===== src/rtl/seq_bit_scheduler.sv =====
// Press-capture bit FIFO feeding a tick-paced issue FSM for a 110 detector.
// Counts detector hits (saturating) and flags dropped presses (sticky).
module seq_bit_scheduler #(
    parameter int TICK_DIV = 49_000_000,
    parameter int DEPTH    = 8
) (
    input  logic       clk,
    input  logic       rst,
    input  logic       run,
    input  logic       in1,
    input  logic       in0,
    input  logic       det_in,
    output logic       bit_out,
    output logic       bit_valid,
    output logic       fifo_empty,
    output logic       fifo_full,
    output logic [7:0] match_count,
    output logic       overflow
);

    localparam int AW = $clog2(DEPTH);
    localparam int CW = AW + 1;
    localparam int TW = (TICK_DIV > 0) ? $clog2(TICK_DIV + 1) : 1;
    localparam logic [CW-1:0] DEPTH_C = CW'(DEPTH);
    localparam logic [TW-1:0] TDIV_C  = TW'(TICK_DIV);

    typedef enum logic [1:0] {
        IDLE,
        ARMED,
        ISSUE,
        SETTLE
    } state_t;

    state_t          state_q;
    logic            in1_q, in0_q;
    logic [TW-1:0]   tcnt_q, tcnt_d;
    logic [DEPTH-1:0] mem_q;
    logic [AW-1:0]   wr_ptr_q, rd_ptr_q;
    logic [CW-1:0]   count_q, count_d;
    logic            empty_q, full_q;
    logic            bit_out_q, bit_valid_q;
    logic [7:0]      match_q;
    logic            ovf_q;

    logic press1, press0, push, push_ok, drop;
    logic tick, has_data, pop;

    always_comb begin
        press1   = in1 & ~in1_q;
        press0   = in0 & ~in0_q;
        push     = press1 ^ press0;
        tick     = (tcnt_q == TDIV_C);
        tcnt_d   = tick ? '0 : tcnt_q + TW'(1);
        has_data = (count_q != '0);
        pop      = (state_q == ARMED) && run && tick && has_data;
        // A pop frees a slot in the same cycle, so a full FIFO still accepts.
        push_ok  = push && ((count_q != DEPTH_C) || pop);
        drop     = push && !push_ok;
        count_d  = count_q;
        if (push_ok && !pop)
            count_d = count_q + CW'(1);
        else if (!push_ok && pop)
            count_d = count_q - CW'(1);
    end

    always_ff @(posedge clk) begin
        if (!rst) begin
            state_q     <= IDLE;
            in1_q       <= 1'b0;
            in0_q       <= 1'b0;
            tcnt_q      <= '0;
            wr_ptr_q    <= '0;
            rd_ptr_q    <= '0;
            count_q     <= '0;
            empty_q     <= 1'b1;
            full_q      <= 1'b0;
            bit_out_q   <= 1'b0;
            bit_valid_q <= 1'b0;
            match_q     <= 8'd0;
            ovf_q       <= 1'b0;
        end else begin
            in1_q       <= in1;
            in0_q       <= in0;
            tcnt_q      <= tcnt_d;
            count_q     <= count_d;
            empty_q     <= (count_d == '0);
            full_q      <= (count_d == DEPTH_C);
            bit_valid_q <= 1'b0;
            if (push_ok) begin
                mem_q[wr_ptr_q] <= press1;
                wr_ptr_q        <= wr_ptr_q + AW'(1);
            end
            if (pop)
                rd_ptr_q <= rd_ptr_q + AW'(1);
            if (drop)
                ovf_q <= 1'b1;
            unique case (state_q)
                IDLE: begin
                    if (run && has_data)
                        state_q <= ARMED;
                end
                ARMED: begin
                    if (!run) begin
                        state_q <= IDLE;
                    end else if (pop) begin
                        bit_out_q   <= mem_q[rd_ptr_q];
                        bit_valid_q <= 1'b1;
                        state_q     <= ISSUE;
                    end
                end
                ISSUE: begin
                    state_q <= SETTLE;
                end
                SETTLE: begin
                    // Detector has advanced on the strobe; its flag is current.
                    if (det_in && match_q != 8'hFF)
                        match_q <= match_q + 8'd1;
                    state_q <= (run && has_data) ? ARMED : IDLE;
                end
                default: state_q <= IDLE;
            endcase
        end
    end

    assign bit_out     = bit_out_q;
    assign bit_valid   = bit_valid_q;
    assign fifo_empty  = empty_q;
    assign fifo_full   = full_q;
    assign match_count = match_q;
    assign overflow    = ovf_q;

endmodule


===== config.mk =====
export PLATFORM = sky130hd
export DESIGN_NAME = seq_bit_scheduler
export DESIGN_NICKNAME = d
export VERILOG_FILES = /design/src/rtl/seq_bit_scheduler.sv
export SDC_FILE = /design/constraint.sdc
export NUM_CORES = 1
export LEC_CHECK = 0
export BUFFER_PORTS_ARGS = -buffer_cell sky130_fd_sc_hd__clkbuf_2
export CORE_MARGIN = 5
export CORE_UTILIZATION = 54
export DETAILED_ROUTE_END_ITERATION = 8
export GPL_TIMING_DRIVEN = 0
export PLACE_DENSITY_LB_ADDON = 0.3
export SLEW_MARGIN = 20
export SYNTH_ARGS = -nofsm -noshare
export SYNTH_HDL_FRONTEND = slang
export SYNTH_SLANG_ARGS = --single-unit

===== constraint.sdc =====
create_clock -name clk -period 2.3 [get_ports clk]
set_clock_uncertainty 0.05 [all_clocks]
set_input_delay 0.345 -clock clk [delete_from_list [all_inputs] [get_ports clk]]
set_output_delay 0.345 -clock clk [all_outputs]
set_load 0.01 [all_outputs]

==> Word-level counts from Yosys, hierarchy flattened <==
Index checks and enable logic that the tools add are counted.
{ "totals": {"register_bits": 61, "elab_cells": 73} }
{ "classes": {"magnitude_cmp": 3, "addsub": 6, "n_bitwise": 6, "eq_ne": 9, "n_reduce_logical": 22, "mux": 13} }
{ "ops": {"columns": ["cell", "n"], "rows": [
  ["26-bit by 1-bit adder with 26-bit output, second input constant", 1],
  ["26-bit == test, second input constant", 1],
  ["1-bit logical AND", 10],
  ["8-bit by 1-bit adder with 8-bit output, second input constant", 1],
  ["8-bit bitwise mux", 1],
  ["3-bit by 4-bit less-than comparator with 1-bit output, second input constant", 2],
  ["4-bit 2-to-1 mux", 2],
  ["8-bit inequality test, second input constant", 1],
  ["2-bit one-hot mux with 4 select lines", 1],
  ["3-bit by 1-bit adder with 3-bit output, second input constant", 2],
  ["2-bit 2-to-1 mux", 3],
  ["2-bit AND reduction", 3],
  ["3-bit AND reduction", 2],
  ["4-bit by 1-bit adder with 4-bit output, second input constant", 1],
  ["2-bit == test, second input constant", 2],
  ["4-bit == test, second input constant", 1],
  ["4-bit zero test", 1],
  ["1-bit 2-to-1 mux", 4],
  ["4-bit inequality test, second input constant", 1],
  ["4-bit nonzero test", 1],
  ["4-bit by 1-bit subtractor with 4-bit output, second input constant", 1],
  ["1-bit binary-select mux with 3-bit select", 1],
  ["1-bit demux with 3-bit select", 1],
  ["3-bit by 1-bit greater-or-equal comparator with 1-bit output, second input constant", 1],
  ["other kinds (10)", 14]
]} }

==> Depth between registers and ports, before layout <==
{ "logic_depth": {"ltp_word": 11, "ltp_mapped": 9} }

==> Least setup slack after synthesis <==
Ideal clock, no wire load.
{ "synth_path": {"path_kind": "reg-to-reg", "start": "reg count_q[0]", "end": "reg mem_q[4], enable pin", "arrival_ns": 2.038, "slack_ns": -0.101, "stages_incl_launch_ff": 10, "setup_time_ns": 0.312, "cell_sequence": "dfxtp_1 > inv_1 > ha_1 > or3b_1 > nand4_1 > or3_1 > buf_6 > a21boi_1 > nand3_1 > nor3_1"} }
{ "synth_via": {"elab_chain_cells": 5} }
{ "synth_rtl": {"columns": ["element", "line", "source"], "rows": [
  ["start: declaration", "39", "logic [CW-1:0] count_q, count_d;"],
  ["start signal: assignment", "85", "count_q <= count_d;"],
  ["4-bit nonzero test", "54", "has_data = (count_q != '0);"],
  ["1-bit logical AND", "55", "pop = (state_q == ARMED) && run && tick && has_data;"],
  ["1-bit logical OR (*)", "57", "push_ok = push && ((count_q != DEPTH_C) || pop);"],
  ["1-bit logical AND (*)", "57", null],
  ["2-bit AND reduction (no line) (*)", null, null],
  ["end signal: indexed assignment", "90", "mem_q[wr_ptr_q] <= press1;"],
  ["end: declaration", "37", "logic [DEPTH-1:0] mem_q;"]
]} }
Every way passes the cells marked *; elsewhere a longest branch is shown, timed or not.
A chain may end at the register's enable or synchronous reset.

==> Worst setup path in the final report <==
{ "layout_path": {"start": "reg count_q[0]", "end": "reg mem_q[0], enable pin"} }
The elaborated chain is that of the path after synthesis.

==> impl_metrics.yaml <==
global_routing:
  grt_pass1_vias: 2241
  grt_usage: 0.171
  grt-ovfl-total: 0
  grt_max_degree: 11
  grt_pass1_wl_mm: 9.65
  antenna_found_initial: 0
clock_tree:
  cts_tree: "yes"
  cts_buffers: 9
  clk_pin_slew_ps: 70
  clk_latency_ps: 340
  ctsLongestPathBuffers: 2
  root_buffer: "clkbuf_8"
  clock_sinks: 61
  htreeDepth: 3
synth:
  synth_warnings: 0
  syn_avg_cell_area_um2: 9.25
  synth_area_um2: 2900
  ys_async_sr_fraction: 0
  seq_area_frac_synth: 0.449
  synth_cell_types: 48
  synth_edf_count: 8
  synth-main-ff-cell: "dfxtp_1"
  synth_most_common_cell: "dfxtp_1"
  ys_top_cells_by_count: "dfxtp_1, nor2_1, nand2_1, nand3_1"
  yosys_register_bits: 61
  yosys.area.top_type_share: 0.366
  synthTopCellsByArea: "dfxtp_1, edfxtp_1, nor2_1"
  synth_nets: 326
  postSynthCellCount: 313
  yosysTopAreaCell: "dfxtp_1"
floorplan:
  row_count: 26
  core_area_um2: 5170
  die_area_um2: 6930
  die_width_um: 83.2
  io_pins: 19
  start_util: 0.560
  die_h_um: 83.2
worst_setup_path:
  cp_max_fo: 5
  critical_path_class: "register to register"
  crit_arrival_ps: 2310
  crit_path_start_kind: "register"
  crit_path_cell_trace: "inv_4 > ha_4 > or3b_4 > nand4_1 > or3_1 > buf_6 > a21boi_4 > nand3b_1 > nor3_2"
  crit_required_ps: 2280
  crit_slowest_cell: "dfxtp_4"
  end_kind: "register"
  reg2regPathDepth: 9
  crit_buf_inv: 2
  r2r_end: "mem_q[0]$_DFFE_PP_"
  critPathMaxStageDelay_ps: 370
  reg2reg_slack_ps: -30
  r2r_start: "count_q[0]$_SDFF_PN0_"
  crit_family: "simple AND/OR/NAND/NOR gates"
drt:
  viasPerCell: 5.34
  via_count: 2307
  drt_iter0_drc: 127
  ant_nets: 0
  post_drt_wl_per_cell_um: 13.2
  drc: 0
  firstDrtPassIters: 4
  wirelength_mm: 5.72
sta:
  setup_viol: 1
  slew_headroom: 0.622
  period_minus_slack_ps: 2330
  setup_tns_ps: -28.2
  worst_slew_pin_slew_ps: 564
  hold_violations: 0
  slew_viol_final: 0
  rsz0062_at_grt: "yes"
  hold_ws_ps: 180
  worst_slack_ps: -28.2
  period_share: 1.01
  max_freq_ghz: 0.430
place:
  io_buffers: 18
  globalplace.congestion: 0.842
  placedInstanceArea_um2: 3110
  hpwl_mm: 3.81
layout:
  post-route-cell-area_um2: 3460
  antenna_cells: 0
  area_growth_pct: 19.3
  nets: 370
  layout-drive-gt1-share: 0.218
  final_util: 0.668
job:
  cap_viol_max_count: 0
hold_path:
  hold_start: "in1"
  min_path_type: "input port to register"
  min_path_cells: 2
  holdPathEnd: "in1_q$_SDFF_PN0_"
run_status:
  violations: "negative setup slack"
  status: "complete, but fails checks"
pwr:
  power_mw: 2.19
  p_per_area_nw_per_um2: 632
  p_leak_nw: 1.29
  peakVddDrop_mv: 0.413
==> cell families after synthesis <==
logic type,synth area share
and+or+nand+nor,0.289
DFF,0.449
AOI/OAI and AO/OA,0.0821
xor gates and xnor gates,0.0968
buffers and inverters,0.0302
adders and majority gates,0.0302
muxes,0.0229
==> how the worst max path moves through the flow <==
| stage | start | end | depth (start not counted) |
|---|---|---|---|
| global route | count_q[0]$_SDFF_PN0_ | mem_q[0]$_DFFE_PP_ | 9 |
| finish | count_q[0]$_SDFF_PN0_ | mem_q[0]$_DFFE_PP_ | 9 |
| global placement | in1 | mem_q[0]$_DFFE_PP_ | 7 |
| detailed placement | in1 | mem_q[0]$_DFFE_PP_ | 7 |
| CTS | count_q[0]$_SDFF_PN0_ | mem_q[0]$_DFFE_PP_ | 9 |
| floorplan | count_q[0]$_SDFF_PN0_ | mem_q[0]$_DFFE_PP_ | 9 |
==> flip-flops by register name, indices dropped and copies added (netlist names), named ones only <==
| signal | cells |
|---|---|
| bit_out | 1 |
| state_q | 1 |
| in0_q | 1 |
| match_count | 8 |
| tcnt_q | 26 |
| fifo_full | 1 |
| mem_q | 8 |
| wr_ptr_q | 3 |
| count_q | 4 |
| fifo_empty | 1 |
| in1_q | 1 |
| overflow | 1 |
| rd_ptr_q | 3 |
| bit_valid | 1 |
==> report_power, final <==
group          leakage (nW)  total (mW)  internal [mW]  switching (mW)
combinational         0.702       0.245          0.118           0.126
sequential            0.505        1.14           1.11          0.0279
clock                0.0844       0.804          0.418           0.386
total                  1.29        2.19           1.65           0.540
==> metrics by stage <==
stage                     cells  worst slack (ps)
final                       432             -28.2
after global routing        432              -159
after CTS                   426             0.703
after detailed placement    401              -605
after global placement      401              -469
after floorplan             313             -22.0
==> what timing repair did <==
item / CTS / global route
buffers inserted: 9 / 6
pin swaps: 6 / 3
setup endpoints to repair: 14 / 30
resized for setup: 13 / 7
hold endpoints to repair: 0 / 0
hold buffers: 0 / 0
==> placed cells by master (no fill, tap or decap), types with 6 or more instances in the layout <==
cell      count
clkbuf_1     11
clkbuf_8     10
a21boi_0      6
ha_1          6
and2_1       16
nor3_1        8
nand4_1       6
xor2_1       16
inv_1         9
xnor2_1      14
dfxtp_1      47
nand3_1      21
nand2_1      23
o21ai_0       7
buf_4        15
nor2_1       44
clkbuf_2     19
edfxtp_1      8
or3_1         6
==> metal layers <==
| metal | part of all wire | track usage | vias up |
|---|---|---|---|
| li1 | - | - | 1181 |
| met1 | 0.44 | 0.198 | 1064 |
| met2 | 0.49 | 0.283 | 53 |
| met3 | 0.058 | 0.0644 | 9 |
| met4 | 0.015 | 0.0698 | 0 |
| met5 | 0 | 0 | - |
==> cell type report <==
class,count,area (µm²)
plain buffers,10,53.8
clock buffers,14,153
clock inverters,2,10.0
fillers,411,1720
inverters,11,43.8
multi-input cells,231,1590
flip-flops and latches,61,1320
well taps,70,87.6
repair buffers,33,203
Note: power is estimated with default switching activity, not from simulation.
